## src/rtl/bf16_mult_sched.sv

```systemverilog
// Round-robin scheduler sharing one registered bfloat16 multiplier between NUM_REQ requesters.
// Optional issue counter port issue_cnt is enabled by defining BF16_SCHED_CNT_EN.
module bf16_mult_sched #(
  parameter int NUM_REQ  = 4,
  parameter int MULT_LAT = 2
) (
  input  logic                  clk,
  input  logic                  rst,
  input  logic [NUM_REQ-1:0]    req_valid,
  input  logic [16*NUM_REQ-1:0] req_a,
  input  logic [16*NUM_REQ-1:0] req_b,
  output logic [NUM_REQ-1:0]    req_ready,
  output logic [15:0]           mult_a,
  output logic [15:0]           mult_b,
  input  logic [15:0]           mult_out,
  output logic [NUM_REQ-1:0]    resp_valid,
  output logic [15:0]           resp_data,
  input  logic                  drain,
  output logic                  idle
`ifdef BF16_SCHED_CNT_EN
  ,
  output logic [31:0]           issue_cnt
`endif
);

  localparam int IDX_W = (NUM_REQ > 1) ? $clog2(NUM_REQ) : 1;
  localparam int DEPTH = MULT_LAT + 1;

  typedef enum logic [1:0] {RUN, DRAIN, DONE} state_t;

  state_t           state;
  logic [IDX_W-1:0] rr;
  logic [DEPTH-1:0] tag_vld;
  logic [IDX_W-1:0] tag_idx [DEPTH];
  logic [IDX_W-1:0] cand;
  logic [IDX_W-1:0] win_idx;
  logic             win_found;
  logic             fire;

  // Cyclic scan upward from rr+1; the first valid requester wins.
  always_comb begin
    // NOTE: every always_comb output gets a default first so no path leaves it unassigned (no latch).
    cand      = '0;
    win_idx   = rr;
    win_found = 1'b0;
    for (int k = 0; k < NUM_REQ; k++) begin
      cand = IDX_W'((int'(rr) + 1 + k) % NUM_REQ);
      if (!win_found && req_valid[cand]) begin
        win_found = 1'b1;
        win_idx   = cand;
      end
    end
  end

  assign req_ready = (state == RUN && win_found) ? (NUM_REQ'(1) << win_idx) : '0;
  assign fire      = |(req_valid & req_ready);

  // NOTE: sequential state uses non-blocking assignments so every flop samples pre-edge values.
  always_ff @(posedge clk) begin
    if (rst) begin
      state      <= RUN;
      idle       <= 1'b0;
      rr         <= IDX_W'(NUM_REQ - 1);
      tag_vld    <= '0;
      mult_a     <= '0;
      mult_b     <= '0;
      resp_valid <= '0;
      resp_data  <= '0;
    end else begin
      if (fire) begin
        mult_a <= req_a[16*win_idx +: 16];
        mult_b <= req_b[16*win_idx +: 16];
        rr     <= win_idx;
      end

      tag_vld <= {tag_vld[DEPTH-2:0], fire};

      // The tail tag lines up with the product currently on mult_out.
      if (tag_vld[DEPTH-1]) begin
        resp_valid <= NUM_REQ'(1) << tag_idx[DEPTH-1];
        resp_data  <= mult_out;
      end else begin
        resp_valid <= '0;
      end

      case (state)
        RUN: begin
          if (drain) state <= DRAIN;
        end
        DRAIN: begin
          // An empty tag pipe also means resp_valid falls to 0 on this same edge.
          if (!(|tag_vld)) begin
            state <= DONE;
            idle  <= 1'b1;
          end
        end
        DONE: begin
          if (!drain) begin
            state <= RUN;
            idle  <= 1'b0;
          end
        end
        default: begin
          state <= RUN;
          idle  <= 1'b0;
        end
      endcase
    end
  end

  // NOTE: index payload needs no reset; it is only consumed when its valid bit, which is reset, is set.
  always_ff @(posedge clk) begin
    tag_idx[0] <= win_idx;
    for (int i = 1; i < DEPTH; i++) tag_idx[i] <= tag_idx[i-1];
  end

`ifdef BF16_SCHED_CNT_EN
  always_ff @(posedge clk) begin
    if (rst)       issue_cnt <= '0;
    else if (fire) issue_cnt <= issue_cnt + 32'd1;
  end
`endif

endmodule
```

## config.mk

```make
export PLATFORM = sky130hd
export DESIGN_NAME = bf16_mult_sched
export DESIGN_NICKNAME = d
export VERILOG_FILES = /design/src/rtl/bf16_mult_sched.sv
export SDC_FILE = /design/constraint.sdc
export NUM_CORES = 1
export LEC_CHECK = 0
export ABC_CLOCK_PERIOD_IN_PS = 2300
export CAP_MARGIN = 30
export CORE_UTILIZATION = 38
export CTS_CLUSTER_DIAMETER = 100
export DETAILED_ROUTE_END_ITERATION = 10
export PLACE_DENSITY = 0.78
export SYNTH_ARGS = -nofsm -noshare
export SYNTH_HDL_FRONTEND = slang
export SYNTH_SLANG_ARGS = --single-unit
```

## constraint.sdc

```tcl
create_clock -name clk -period 2.3 [get_ports clk]
set_input_delay 0.46 -clock clk [delete_from_list [all_inputs] [get_ports clk]]
set_output_delay 0.46 -clock clk [all_outputs]
set_load 0.01 [all_outputs]
```

After elaboration in Yosys (flattened, before gate mapping)

Memory sizes are Yosys's and may differ from the RTL's.
Index checks and enable logic that the tools add are counted.

Word-level logic and storage cells: 66
Memories kept: 1
Flip-flop bits (word level): 60
ROM bits: 0
Bits of input ports: 151
Latch bits: 0
Output and inout bits: 57
Bits in writable memories: 6

Bitwise gates (word level): 3
Reductions and logical operators: 13
$lt $le $gt $ge: 4
$mul: 0
Add/sub/neg operators: 4
Shifts and indexed selects: 4
Mux-type cells: 24
Divide/modulo/power cells: 0
Equal/unequal tests: 5

Memories:

| memory  | depth | width | rd ports | clocked after memory_dff | wr ports | line | RTL |
|---|---|---|---|---|---|---|---|
| tag_idx | 3     | 2     | 3        | 0                        | 3        | 34   | `logic [IDX_W-1:0] tag_idx [DEPTH];` |

Operator list:

| cell                                                                  | count |
|---|---|
| 64-bit by 7-bit indexed part select with 16-bit output                | 2 |
| 2-bit 2-to-1 mux                                                      | 7 |
| 2-bit by 3-bit < comparator with 1-bit output, second input constant  | 4 |
| 1-bit 2-to-1 mux                                                      | 10 |
| 1-bit binary-select mux with 2-bit select                             | 4 |
| 1-bit by 2-bit << shifter with 4-bit output, first input constant     | 2 |
| 2-bit adder, second input constant                                    | 3 |
| 2-bit inequality test, second input constant                          | 3 |
| 2-bit one-hot mux with 3 select lines                                 | 1 |
| 3-bit AND reduction                                                   | 2 |
| 4-bit AND                                                             | 1 |
| 1-bit logical AND                                                     | 4 |
| 4-bit 2-to-1 mux                                                      | 1 |
| 4-bit OR reduction                                                    | 1 |
| 1-bit logical NOT                                                     | 3 |
| 1-bit one-hot mux with 3 select lines                                 | 1 |
| 3-bit OR reduction                                                    | 1 |
| 2-bit by 1-bit adder with 2-bit output, second input constant         | 1 |
| 2-bit by 1-bit equality test with 1-bit output, second input constant | 1 |
| 2-bit equality test, second input constant                            | 1 |
| 2-bit logical NOT                                                     | 1 |
| 1-bit NOT                                                             | 2 |
| 2-bit OR reduction                                                    | 1 |

Longest topological paths before layout

Depth after elaboration: 17
Gate-level depth with buffers: 8
Mapped depth without buffers: 5

Worst setup path before layout

OpenSTA, ideal clock, no wires.

Path type: input port to output port
From: input req_valid[1]
To: output req_ready[3]
Cell stages on the path: 6
Buffers on the path: 2
Arrival time: 1767 ps
Setup slack: 73 ps
Cells stage by stage: buf_4 > or4b_2 > o21ai_0 > o21ai_1 > clkbuf_1 > inv_1

Longest elaborated chain between the ends: 14
Elaborated cells on any way between the ends: 25
Those cells by class: 1 x shift; 17 x mux; 7 x reduce/logical

Ends and longest elaborated chain:

| element                                                                                 | line | RTL |
|---|---|---|
| start: declaration                                                                      | 9    | `input logic [NUM_REQ-1:0] req_valid,` |
| 1-bit binary-select mux with 2-bit select                                               | 48   | `if (!win_found && req_valid[cand]) begin` |
| 1-bit 2-to-1 mux (implied by the code)                                                  | 48   |  |
| 1-bit 2-to-1 mux                                                                        | 48   |  |
| 1-bit logical NOT                                                                       | 48   |  |
| 1-bit logical AND                                                                       | 48   |  |
| 1-bit 2-to-1 mux                                                                        | 48   |  |
| 1-bit logical NOT                                                                       | 48   |  |
| 1-bit logical AND                                                                       | 48   |  |
| 1-bit 2-to-1 mux                                                                        | 48   |  |
| 1-bit logical NOT                                                                       | 48   |  |
| 1-bit logical AND                                                                       | 48   |  |
| 2-bit 2-to-1 mux / 1-bit 2-to-1 mux (equally long branches)                             | 48   |  |
| 1-bit by 2-bit << shifter with 4-bit output / 1-bit logical AND (equally long branches) | 55   | `assign req_ready = (state == RUN && win_found) ? (NUM_REQ'(1) << win_idx) : '0;` |
| 4-bit 2-to-1 mux (*)                                                                    | 55   |  |
| end: declaration                                                                        | 12   | `output logic [NUM_REQ-1:0] req_ready,` |

Mark *: on every way between the ends. The rest lies on a longest branch, timed or not. The select of a mux whose other input is x is not followed.

Worst setup path in the final report

From: register rr[1]
To: output req_ready[3]

Longest elaborated chain between the ends: 15
Elaborated cells on any way between the ends: 29
Those cells by class: 4 x add/sub; 1 x shift; 17 x mux; 7 x reduce/logical

Ends and longest elaborated chain:

| element                                                                         | line | RTL |
|---|---|---|
| start: declaration                                                              | 32   | `logic [IDX_W-1:0] rr;` |
| start signal: assignment                                                        | 63   | `rr <= IDX_W'(NUM_REQ - 1);` |
| start signal: assignment                                                        | 73   | `rr <= win_idx;` |
| branches (longest 14 deep; another with 2-bit by 1-bit adder with 2-bit output) | n/a  |  |
| 4-bit 2-to-1 mux (*)                                                            | 55   |  |

Every way passes the cells marked *. The select of a mux whose other input is x is not followed.

==> flow_metrics.env <==
export IMPL_status="finished clean"
export IMPL_h_tree_depth=3
export IMPL_path_buf_inv=2
export IMPL_yosysSeqAreaShare_pct=37.07
export IMPL_stdcell_count=743
export IMPL_cap_viol_max_count=0
export IMPL_ys_ff_latch=66
export IMPL_clock_latency_ns=0.35
export IMPL_syn_area_um2=3565
export IMPL_diodes=0
export IMPL_cp_slowest_stage_delay_ns=0.46
export IMPL_seqCellArea_um2=1323
export IMPL_synth_cell_types=32
export IMPL_cts_buffers=9
export IMPL_synth_warnings=0
export IMPL_rows=34
export IMPL_nFillCells=743
export IMPL_die_x_um=98.86
export IMPL_syn_area_per_cell_um2=8.387
export IMPL_clock_skew_ns=0.01481
export IMPL_drt_iter0_drc=114
export IMPL_num_io_pins=208
export IMPL_dp_cells=726
export IMPL_crit_path_end_kind="output port"
export IMPL_numClockSinks=66
export IMPL_maxSlewViolCount=0
export IMPL_startpoint_type="flop"
export IMPL_nets=781
export IMPL_period_minus_slack_ns=2.206
export IMPL_track_usage_pct=26.16
export IMPL_dieArea_um2=9772
export IMPL_power_switching_mw=1.405
export IMPL_p_clk_share_pct=23.2
export IMPL_drc=0
export IMPL_detail_route_antenna_nets=0
export IMPL_grt_max_degree=59
export IMPL_max_clock_path_buffers=2
export IMPL_grt_ovfl_total=0
export IMPL_tns_ns=0
export IMPL_critPathKind="reg2out"
export IMPL_multi_input_area_um2=2088
export IMPL_rsz0062_at_grt="no"
export IMPL_holdWs_ns=0.3340
export IMPL_max_freq_mhz=453.3
export IMPL_core_um2=8891
export IMPL_die_h_um=98.86
export IMPL_hold_viol=0
export IMPL_grt_first_pass_wirelength_um=20240
export IMPL_vias=4042
export IMPL_postCtsHoldBufs=0
export IMPL_place_port_buffers=207
export IMPL_clk_pin_slew_worst_paths_ns=0.09
export IMPL_area_growth_pct=69.15
export IMPL_ir_drop_mv=0.3800
export IMPL_grt_pass1_vias=4146
export IMPL_hp_class="reg2reg"
export IMPL_antenna_found_initial=0
export IMPL_total_power_mw=3.984
export IMPL_hpwl_um=8934
export IMPL_root_buffer="clkbuf_8"
export IMPL_cp_max_fo=5
export IMPL_pwr_share_seq_pct=35.4
export IMPL_worst_pin_slew_ns=0.8254
export IMPL_wl_met2_um=6403
export IMPL_period_share_pct=95.92
export IMPL_powerDensity_nw_per_um2=660.8
export IMPL_synthCells=425
export IMPL_initial_utilization_pct=40.09
export IMPL_required_ns=1.84
export IMPL_swShare_pct=35.26
export IMPL_p_leak_nw=2.463
export IMPL_wl_met1_um=5031
export IMPL_gp_congestion=0.8809
export IMPL_topRoutingLayerUsed="met4"
export IMPL_max_slew_margin_pct=44.97
export IMPL_wl_per_cell_um=17.12
export IMPL_r2r_slack_ns=0.30
export IMPL_intPower_mw=2.579
export IMPL_drive_above_1_share_pct=14.49
export IMPL_fin_util_pct=67.82
export IMPL_cts_tree="yes"
export IMPL_dr_wl_met3_um=877
export IMPL_syn_num_nets=576
export IMPL_critPathSlowestCell="or3b_2"
export IMPL_cp_cell_sequence="or3b_2 -> a21oi_2 -> o21ai_2 -> inv_1 -> clkdlybuf4s15_2"
export IMPL_setup_viol=0
export IMPL_firstDrtPassIters=5
export IMPL_arrival_ns=1.75
export IMPL_wl_um=12720
export IMPL_combPwrFrac_pct=41.4
export IMPL_crit_family="simple AND/OR/NAND/NOR gates"
export IMPL_vias_per_cell=5.440
==> flip-flops by register name, indices dropped and copies added, names as in the netlist <==
name	count
tag_idx	6
mult_a	16
resp_data	16
resp_valid	4
mult_b	16
idle	1
state	2
rr	2
tag_vld	3
==> cells in the final DEF, fill, tap and decap left out, drive strengths merged, types with 2 or more instances in the layout <==
cell type      count
a211o              2
a211oi            33
a21oi              5
and3              65
buf               31
clkbuf            10
clkdlybuf4s15      2
clkdlybuf4s50    198
clkinvlp           2
dfxtp             66
dlygate4sd2        3
inv                7
mux2i             17
nand2              5
nand2b             5
nor2              93
nor2b              4
nor4              34
nor4b              2
nor4bb             2
o21ai              7
o21bai            32
==> cells in the mapped netlist <==
| master | n | area share (%) |
|---|---|---|
| nor2_1 | 93 | 9.8 |
| o21ai_0 | 5 | 0.70 |
| buf_1 | 1 | 0.11 |
| o21bai_1 | 32 | 6.7 |
| nor3_1 | 1 | 0.14 |
| nor4bb_1 | 2 | 0.56 |
| buf_4 | 5 | 1.1 |
| a211o_1 | 2 | 0.49 |
| nand2b_1 | 5 | 0.88 |
| buf_2 | 5 | 0.70 |
| dfxtp_1 | 66 | 37 |
| or3_1 | 1 | 0.18 |
| inv_1 | 3 | 0.32 |
| or3b_2 | 1 | 0.25 |
| and3_1 | 65 | 11 |
| mux2i_1 | 17 | 4.8 |
| or4_1 | 1 | 0.21 |
| buf_6 | 3 | 0.95 |
| nor4b_1 | 2 | 0.49 |
| a211oi_2 | 29 | 10 |
| and4b_1 | 1 | 0.28 |
| o21a_1 | 1 | 0.21 |
| o21ai_1 | 2 | 0.28 |
| clkbuf_1 | 27 | 2.8 |
| a22oi_1 | 1 | 0.21 |
| a31oi_1 | 1 | 0.18 |
| nand2_1 | 5 | 0.53 |
| nor4_1 | 34 | 6.0 |
| a211oi_1 | 4 | 0.84 |
| a21oi_1 | 5 | 0.70 |
| or4b_2 | 1 | 0.28 |
| nor2b_1 | 4 | 0.70 |
==> per-layer routing <==
metal	track usage (%)	vias to the layer above
li1	-	1943
met1	29.02	1878
met2	47.28	190
met3	6.596	31
met4	11.14	0
met5	0	-
==> cell type report <==
type                            instances  share of cell area [%]
Timing Repair Buffer                  235                   37.97
Tap cell                              108                   2.241
Clock buffer                            9                   2.054
Inverter                                3                  0.1868
Multi-Input combinational cell        315                   34.63
Clock inverter                          7                  0.9753
Sequential cell                        66                   21.93
==> final timing paths <==
path                         start                endpoint  cells after the start
max             rr[1]$_SDFFE_PP1P_            req_ready[3]                      5
min          tag_idx[0][0]$_DFF_P_   tag_idx[0][2]$_DFF_P_                      0
max reg2reg     rr[1]$_SDFFE_PP1P_  mult_b[0]$_SDFFE_PP0P_                      8
min reg2reg  tag_idx[0][0]$_DFF_P_   tag_idx[0][2]$_DFF_P_                      0
==> power by group through the flow <==
stage / Combinational [mW] / Clock [mW] / Sequential [mW]
5_1_grt: 1.77 / 1.01 / 1.43
4_1_cts: 1.64 / 0.950 / 1.41
6_report: 1.65 / 0.924 / 1.41
3_3_place_gp: 1.60 / 0 / 1.43
3_5_place_dp: 1.63 / 0 / 1.44
2_1_floorplan: 0.778 / 0 / 1.48
==> repair_timing <==
item	in CTS	in global routing
setup buffers	1	0
resized for setup	26	5
pin swaps	2	0
setup endpoints to repair	37	24
endpoints found under the hold margin	0	0
==> cell families after synthesis <==
| kind of cell | count (synthesis) | share of synthesized area [%] |
|---|---|---|
| compound gates | 82 | 20.53 |
| buf+inv | 44 | 5.967 |
| flops | 66 | 37.07 |
| mux | 17 | 4.774 |
| simple gates | 216 | 31.66 |
==> stage by stage <==
step | area, µm² | setup WS, ns
after floorplan | 3565 | 0.07257
after global placement | 5818 | -0.5576
after CTS | 6026 | 0.01760
final | 6030 | 0.09380
after detailed placement | 5818 | -0.5651
after global routing | 6030 | 0.02579
Power figures use the tool's default switching activity.
